**src/rtl/chrono_control.sv**
```systemverilog
// chrono_control: chronometer front end that debounces the buttons, runs the mode FSM and gates count ticks
// Ports:
//   qzt_clk        system clock, all logic on its rising edge
//   reset          synchronous active-low reset
//   start_stop_btn raw start/stop pushbutton, active-high, asynchronous
//   lap_reset_btn  raw lap/reset pushbutton, active-high, asynchronous
//   tick_in        divided time-base, synchronous to qzt_clk
//   tick_out       one-cycle count tick per tick_in rising edge while counting
//   clear          synchronous clear to the seconds/minutes counters
//   lap_capture    one-cycle load strobe for the lap register
//   display_sel    display mux address, 0 = live counters, 1 = lap register
//   state          IDLE=00, RUNNING=01, LAP=10, STOPPED=11
module chrono_control #(
    parameter int DEBOUNCE_CYCLES = 500000
) (
    input  logic       qzt_clk,
    input  logic       reset,
    input  logic       start_stop_btn,
    input  logic       lap_reset_btn,
    input  logic       tick_in,
    output logic       tick_out,
    output logic       clear,
    output logic       lap_capture,
    output logic       display_sel,
    output logic [1:0] state
);
    typedef enum logic [1:0] {IDLE = 2'b00, RUNNING = 2'b01, LAP = 2'b10, STOPPED = 2'b11} state_t;
    localparam logic [29:0] CNT_MAX = 30'(DEBOUNCE_CYCLES - 1);
    // bit 0 = start_stop, bit 1 = lap_reset
    logic [1:0]       sync1_q, sync2_q, deb_q, deb_d, deb_old_q, press_q, press_d;
    logic [1:0][29:0] cnt_q, cnt_d;
    state_t           state_q, state_d;
    logic             tick_in_old_q, tick_out_q, tick_out_d, clear_q, clear_d;
    logic             lap_capture_q, lap_capture_d, display_sel_q, display_sel_d;
    logic             ss, lr, counting;
    always_comb begin
        for (int i = 0; i < 2; i++) begin
            deb_d[i] = deb_q[i];
            cnt_d[i] = '0;
            if (sync2_q[i] != deb_q[i]) begin
                if (cnt_q[i] == CNT_MAX) deb_d[i] = ~deb_q[i];
                else cnt_d[i] = cnt_q[i] + 30'd1;
            end
        end
        // delayed edge detect on the debounced level: rise gives a press, fall gives nothing
        press_d = deb_q & ~deb_old_q;
    end
    always_comb begin
        ss       = press_q[0];
        lr       = press_q[1] & ~press_q[0];
        counting = (state_q == RUNNING) || (state_q == LAP);
        state_d  = state_q;
        unique case (state_q)
            IDLE:    state_d = ss ? RUNNING : IDLE;
            RUNNING: state_d = ss ? STOPPED : (lr ? LAP : RUNNING);
            LAP:     state_d = ss ? STOPPED : (lr ? RUNNING : LAP);
            STOPPED: state_d = ss ? RUNNING : (lr ? IDLE : STOPPED);
        endcase
        // clear only from non-counting states, so it can never coincide with tick_out
        clear_d       = lr && ((state_q == IDLE) || (state_q == STOPPED));
        lap_capture_d = lr && (state_q == RUNNING);
        display_sel_d = (state_d == LAP);
        tick_out_d    = tick_in & ~tick_in_old_q & counting;
    end
    always_ff @(posedge qzt_clk) begin
        if (!reset) begin
            sync1_q       <= '0;
            sync2_q       <= '0;
            deb_q         <= '0;
            deb_old_q     <= '0;
            press_q       <= '0;
            cnt_q         <= '0;
            state_q       <= IDLE;
            tick_in_old_q <= 1'b0;
            tick_out_q    <= 1'b0;
            clear_q       <= 1'b1;
            lap_capture_q <= 1'b0;
            display_sel_q <= 1'b0;
        end else begin
            sync1_q       <= {lap_reset_btn, start_stop_btn};
            sync2_q       <= sync1_q;
            deb_q         <= deb_d;
            deb_old_q     <= deb_q;
            press_q       <= press_d;
            cnt_q         <= cnt_d;
            state_q       <= state_d;
            tick_in_old_q <= tick_in;
            tick_out_q    <= tick_out_d;
            clear_q       <= clear_d;
            lap_capture_q <= lap_capture_d;
            display_sel_q <= display_sel_d;
        end
    end
    assign tick_out    = tick_out_q;
    assign clear       = clear_q;
    assign lap_capture = lap_capture_q;
    assign display_sel = display_sel_q;
    assign state       = state_q;
endmodule

```
**config.mk**
```make
export PLATFORM = sky130hd
export DESIGN_NAME = chrono_control
export DESIGN_NICKNAME = d
export VERILOG_FILES = /design/src/rtl/chrono_control.sv
export SDC_FILE = /design/constraint.sdc
export NUM_CORES = 1
export LEC_CHECK = 0
export ABC_CLOCK_PERIOD_IN_PS = 2700
export CORE_MARGIN = 2
export CORE_UTILIZATION = 48
export DETAILED_ROUTE_END_ITERATION = 8
export GPL_TIMING_DRIVEN = 0
export PLACE_DENSITY = 0.66
export SLEW_MARGIN = 30
export SYNTH_ARGS = -nofsm -noshare
export SYNTH_HDL_FRONTEND = slang
export SYNTH_SLANG_ARGS = --single-unit
```
**constraint.sdc**
```tcl
create_clock -name qzt_clk -period 2.7 [get_ports qzt_clk]
set_clock_uncertainty 0.2 [all_clocks]
set_input_delay 0.54 -clock qzt_clk [delete_from_list [all_inputs] [get_ports qzt_clk]]
set_output_delay 0.54 -clock qzt_clk [all_outputs]
set_load 0.02 [all_outputs]
```
## Word-level counts from Yosys, hierarchy flattened

Cells that the tools add are included.

| cells by class | value |
|---|---|
| $add $sub $neg | 2 |
| equality and inequality tests | 8 |
| muxes and demuxes | 8 |
| bitwise operators | 12 |
| reduce and logical (&&, ||, !) cells | 9 |

Operators by type and width:

| kind | count |
|---|---|
| $add A30 B1 Y30 const B | 2 |
| $eq A30 B19 Y1 const B | 2 |
| $mux W2 | 6 |
| $pmux W2 S4 | 1 |
| $not A1 Y1 | 7 |
| $eq A2 B2 Y1 const B | 3 |
| $reduce_or A3 Y1 | 2 |
| $reduce_and A2 Y1 | 2 |
| $and A1 B1 Y1 | 3 |
| $and A2 B2 Y2 | 1 |
| $eq A2 B1 Y1 const B | 1 |
| $logic_and A1 B1 Y1 | 2 |
| $logic_not A2 Y1 | 1 |
| $logic_or A1 B1 Y1 | 2 |
| $ne A1 B1 Y1 | 2 |
| $not A2 Y2 | 1 |
| $mux W1 | 1 |

| word-level totals | value |
|---|---|
| register bits after elaboration | 77 |
| bits of input ports | 5 |

## Depth between registers and ports, before layout

Gate-level depths: netlist of the first run.

| depth | value |
|---|---|
| depth after elaboration | 6 |
| depth in mapped cells | 8 |
| depth with buffers taken out | 6 |

## Worst setup path after synthesis of the first run

Ideal clock, no wire load.

| timing path | value |
|---|---|
| kind | register -> register |
| from | register cnt_q[30] in the netlist's numbering |
| to | register cnt_q[57] in the netlist's numbering |
| data arrival time | 1.532 ns |
| setup slack | 0.854 ns |
| stages on the path, launching flop included | 9 |
| cell sequence | dfxtp_1 > ha_1 > and4_1 > nand2_1 > nor3_2 > or2_2 > buf_4 > buf_4 > nor2_1 |

| between the ends | value |
|---|---|
| longest elaborated chain between the ends | 2 |

Ends and longest elaborated chain:

| element | line | source |
|---|---|---|
| from (decl) | 31 | `logic [1:0][29:0] cnt_q, cnt_d;` |
| from (signal assigned) | 85 | `cnt_q <= cnt_d;` |
| parallel branches: the longest is 2 deep, another holds $add A30 B1 Y30 | n/a |  |

Parallel ways; which one is timed is not known.
A chain may end at the register's enable or synchronous reset.

## Worst setup path after layout of the first run

| timing path | value |
|---|---|
| from | register cnt_q[0] in the netlist's numbering |
| to | register cnt_q[18] in the netlist's numbering |

Same word-level chain as after synthesis.

==> results.cfg, run 1 <==
[place]
io_buffers = 10
place.gp.congestion = 0.801
post-dp-hpwl_microns = 4140

[clock_network]
cts.path.max_buffers = 2
htree_levels = 3
clk_pin_slew_ns = 0.08
post_cts_buffers = 0
cts.sinks = 77
root_buffer = clkbuf_8
post_cts_resized = 0
numCtsBuffers = 9
ctsHoldBuffers = 0
cts_tree = yes
insertion_delay_ns = 0.35

[synth]
synthCells = 370
synth.avg_cell_area_sq_um = 9.17
synth_nets = 381
ys_ff_latch = 77
synth_flop_cell = dfxtp_1
yosysWarnings = 0
synth_area_sq_um = 3390
async_flop_share_pct = 0
synth_cell_types = 36
yosysSeqAreaShare_pct = 45.4
synth_edf_count = 0

[drt]
wl_met2_microns = 2570
topRoutingLayerUsed = met4
route.detailed.drc = 0
wl_microns = 5810
vias = 2481
wl_per_cell_microns = 11.8
drtIter0Drc = 121
viasPerCell = 5.04
ant_nets = 0
drt-met1-wl_microns = 3020
first_pass_iters = 5
met3WireLength_microns = 111

[timing]
hold_violations = 0
fmax_mhz = 472
slew_headroom_pct = 60.0
min_period_over_period_pct = 78.4
final_max_slew_viol_count = 0
tns_ns = 0
post-route-min-period_ns = 2.12
rsz0062_at_grt = false
setup_viol = 0
worst_slew_pin_slew_ns = 0.595

[layout]
multi_input_area_sq_um = 1760
fin_nets = 402
syn2layout_area_growth_pct = 12.1
drive_above_1_share_pct = 9.85
final_cell_mix = dfxtp_1, nor2_1, xor2_1
final_common_cell = dfxtp_1
diodes = 0
regArea_sq_um = 1540
fill_cells = 642

[global_routing]
antenna_found_initial = 0
grt_pass1_vias = 2212
grt-ovfl-total = 0
grt_pass1_wl_microns = 9670
grt_max_degree = 14
grtUsageTotal_pct = 15.8

[floorplan]
fp.dieW_microns = 88.1
fp.dieH_microns = 88.1
rows = 30
start_util_pct = 49.7
io_pins = 11
die_area_sq_um = 7760
core_sq_um = 6830

[worst_setup_path]
reg2reg_to = cnt_q[18]
path_class = flip-flop to flip-flop
r2r-start = cnt_q[0]
worstSetupStartpointType = flip-flop
cp.required_ns = 2.73
reg2regPathDepth = 6
crit_fanout = 7
rrSetupSlack_ns = 0.58
crit_arrival_ns = 2.15
cp-end-kind = flip-flop

[hold_path]
hold_depth = 1
hold_path_end = press_q[0]
hold_path_class = flip-flop to flip-flop
worstHoldStart = deb_old_q[0]

[run_status]
outcome = finished clean

[power_and_ir_drop]
vdd_ir_drop_max_uv = 302
powerDensity_nw_per_um2 = 531
p_total_w = 0.00202
p_leak_nw = 1.32

[run]
drv_cap = 0
[synth_stat cells, types with 4 or more instances]
master	instances	area share (%)
and4_1	5	1.3
inv_1	9	1.0
xor2_1	41	11
nor3_1	6	0.89
and3_1	8	1.5
nand2_1	22	2.4
nand3_1	26	3.8
o21ai_0	4	0.59
nor4_1	9	1.7
nand4_1	20	3.7
nor2_1	71	7.9
nor2b_1	5	0.92
ha_1	6	2.2
xnor2_1	17	4.4
buf_4	4	0.89
nor2_2	6	1.1
dfxtp_1	77	45
and2_1	8	1.5
[stage by stage]
step	area (sq um)	hold WS [ns]	instances	utilization, %	worst slack, ns
floorplan	3390	0.167	370	-	0.854
global placement	3610	0.172	476	52.9	0.412
detailed placement	3610	0.175	476	52.9	0.412
CTS	3800	0.186	492	55.7	0.550
global route	3800	0.194	492	55.7	0.394
finish	3800	0.185	492	55.7	0.583
[cells by family after synthesis]
group | after synthesis | synth area share (%)
AO/OA/AOI/OAI | 6 | 0.959
AND/OR/NAND/NOR | 204 | 33.2
adder cells (fa/ha/maj) | 6 | 2.21
buffers and inverters | 17 | 2.62
flip-flops | 77 | 45.4
XOR/XNOR | 58 | 15.0
multiplexers | 2 | 0.590
[sequential cells by signal (all words and copies together), names as in the netlist]
register,cells
clear,1
cnt_q,60
deb_old_q,2
deb_q,2
display_sel,1
lap_capture,1
press_q,2
state,2
sync1_q,2
sync2_q,2
tick_in_old_q,1
tick_out,1
[layer usage]
metal	up-vias	GRT usage, %
li1	1295	-
met1	1157	21.3
met2	16	23.8
met3	13	3.68
met4	0	7.85
met5	-	0
[final cells by class]
type / count / share of cell area [%]
plain buffers: 8 / 1.45
clock buffers: 11 / 3.45
clock inverters: 5 / 1.58
inverters: 9 / 0.888
multi-input cells: 276 / 46.3
flip-flops and latches: 77 / 40.5
well taps: 96 / 3.16
repair buffers: 10 / 2.63
[worst max path at each step]
stage,start,to,cells past startpoint
2_1_floorplan,cnt_q[30],cnt_q[57],8
3_3_place_gp,reset,cnt_q[32],6
3_5_place_dp,reset,cnt_q[32],6
4_1_cts,cnt_q[0],cnt_q[18],6
5_1_grt,cnt_q[0],cnt_q[24],6
6_report,cnt_q[0],cnt_q[18],6
[report_power, final]
part | switching [W] | internal, W
clock | 0.000418 | 0.000431
combinational | 0.0000144 | 0.0000136
sequential | 0.00000239 | 0.00114
[worst max-delay path: stages (launching register included)]
cell	delay, ns
dfxtp_1	0.41
ha_1	0.24
nand4_2	0.24
nor4_4	0.54
nand4_1	0.17
xor2_1	0.16
nor2_1	0.05
(Power assumes the default switching activity.)
==> run 2: changes to the inputs <==
- ABC_CLOCK_PERIOD_IN_PS: 2700 -> 2009
- clock period: 2.7 -> 2.01 ns (I/O delays scaled with it)
==> run 2 against run 1 <==
Against the previous run: register-to-register slack lost 0.48 ns; first-iteration DRC count grew 20%; worst setup slack lost 0.53 ns; die area is the same; count of clock-buffer cells in the layout is the same; global-route usage grew 0.16 points; routed wire length grew 3.3%; sequential power grew 34%; clock power grew 34%; power grew 34%; sequential share of layout area shrank 1.5 points; combinational power grew 33%; critical path type is now flip-flop to primary output; critical endpoint is now state[0]; largest cell class unchanged; highest routed layer unchanged.
==> results.cfg, run 2 (synthesis gave the netlist of run 1 again) <==
[worst_setup_path]
crit_arrival_ns = 1.35
r2r-start = cnt_q[0]
reg2reg_to = cnt_q[18]
cp.required_ns = 1.41
cp_top_family = buffers and inverters
worstPathCellList = clkdlybuf4s50_1
slowest_stage = clkdlybuf4s50_1
cp-end-kind = primary output
cpPeakStageDelay_ns = 0.62
worstSetupStartpointType = flip-flop
critPathBufInv = 1
reg2regPathDepth = 7
crit_fanout = 4
rrSetupSlack_ns = 0.10
path_class = flip-flop to primary output

[global_routing]
antenna_found_initial = 0
grtUsageTotal_pct = 16.0
grt_pass1_vias = 2236
grt-ovfl-total = 0
grt_max_degree = 14
grt_pass1_wl_microns = 9780

[hold_path]
hold_path_end = press_q[0]
worstHoldStart = deb_old_q[0]
hold_depth = 1
hold_path_class = flip-flop to flip-flop

[layout]
largest_register = cnt_q
fill_cells = 621
diodes = 0
largest_reg_flops = 60
post-route-cell-area_sq_um = 3970
multi_input_area_sq_um = 1880
final_cell_mix = nor2_1, dfxtp_1, xor2_1
syn2layout_area_growth_pct = 17.2
regArea_sq_um = 1550
fin_nets = 407
drive_above_1_share_pct = 16.2

[floorplan]
rows = 30
core_sq_um = 6830
io_pins = 11
start_util_pct = 49.7
fp.dieH_microns = 88.1
die_area_sq_um = 7760
fp.dieW_microns = 88.1

[place]
dpl-instance-area_sq_um = 3610
place.gp.congestion = 0.801
io_buffers = 10
post-dp-hpwl_microns = 4140
dp_slack_ns = -0.140

[clock_network]
htree_levels = 3
clk_pin_slew_ns = 0.08
cts.path.max_buffers = 2
numCtsBuffers = 9
ctsHoldBuffers = 0
root_buffer = clkbuf_8
cts.sinks = 77
cts_tree = yes
insertion_delay_ns = 0.35

[drt]
topRoutingLayerUsed = met4
first_pass_iters = 5
met3WireLength_microns = 128
drt-met1-wl_microns = 3050
wl_met2_microns = 2700
ant_nets = 0
route.detailed.drc = 0
wl_microns = 6000
vias = 2525
wl_per_cell_microns = 12.1
drtIter0Drc = 145
viasPerCell = 5.08

[timing]
slew_headroom_pct = 75.3
min_period_over_period_pct = 97.3
final_max_slew_viol_count = 0
worst_slew_pin_slew_ns = 0.367
hold_violations = 0
post-route-min-period_ns = 1.95
tns_ns = 0
setup_viol = 0
setup_slack_ns = 0.0551
fmax_mhz = 512

[power_and_ir_drop]
p_leak_nw = 1.44
powerDensity_nw_per_um2 = 682
vdd_ir_drop_max_uv = 405

[run]
drv_cap = 0

[run_status]
outcome = finished clean
run 2: cell count changes in the layout (fill, tap and decap cells not counted), sizes merged:
cell | before | now
buf | 7 | 12
clkdlybuf4s50 | 10 | 9
dlymetal6s2s | 0 | 1
run 2: what timing repair did:
action / 4_1_cts / 5_1_grt
setup endpoints to repair: 35 / 48
gates resized for setup: 9 / 21
gates cloned: 0 / 0
buffers inserted: 0 / 6
pin swaps: 4 / 8
run 2: worst max path at each step:
stage / start / cells past startpoint / endpoint
final: state[0] / 1 / state[0]
after global routing: cnt_q[0] / 7 / cnt_q[24]
after CTS: cnt_q[38] / 7 / cnt_q[54]
after detailed placement: reset / 6 / cnt_q[32]
after global placement: reset / 6 / cnt_q[32]
after floorplan: cnt_q[30] / 8 / cnt_q[57]
run 2: final cells by class:
cell class / instances / area share (%)
buffer: 7 / 1.29
clock buffer: 11 / 3.31
clock inverter: 5 / 1.51
inverter: 9 / 0.850
multi-input combinational: 276 / 47.3
sequential: 77 / 39.0
tap: 96 / 3.02
timing repair buffer: 16 / 3.72
run 2: power breakdown:
part / internal, W / switching [W] / total (W)
clock network: 0.000579 / 0.000560 / 0.00114
registers: 0.00153 / 0.00000354 / 0.00153
logic: 0.0000182 / 0.0000193 / 0.0000375
run 2: metrics by stage:
| step | hold WS, ns | power, W | cells | utilization, % |
|---|---|---|---|---|
| after floorplan | 0.167 | 0.00159 | 370 | - |
| after global placement | 0.172 | 0.00161 | 476 | 52.9 |
| after detailed placement | 0.175 | 0.00161 | 476 | 52.9 |
| after CTS | 0.186 | 0.00275 | 492 | 56.3 |
| after global routing | 0.194 | 0.00281 | 497 | 58.2 |
| final | 0.185 | 0.00271 | 497 | 58.2 |
run 2: metal layers:
| metal | track usage, % | vias to the layer above |
|---|---|---|
| met2 | 23.8 | 22 |
| met1 | 21.5 | 1181 |
| met5 | 0 | - |
| met4 | 8.26 | 0 |
| met3 | 3.77 | 14 |
| li1 | - | 1308 |
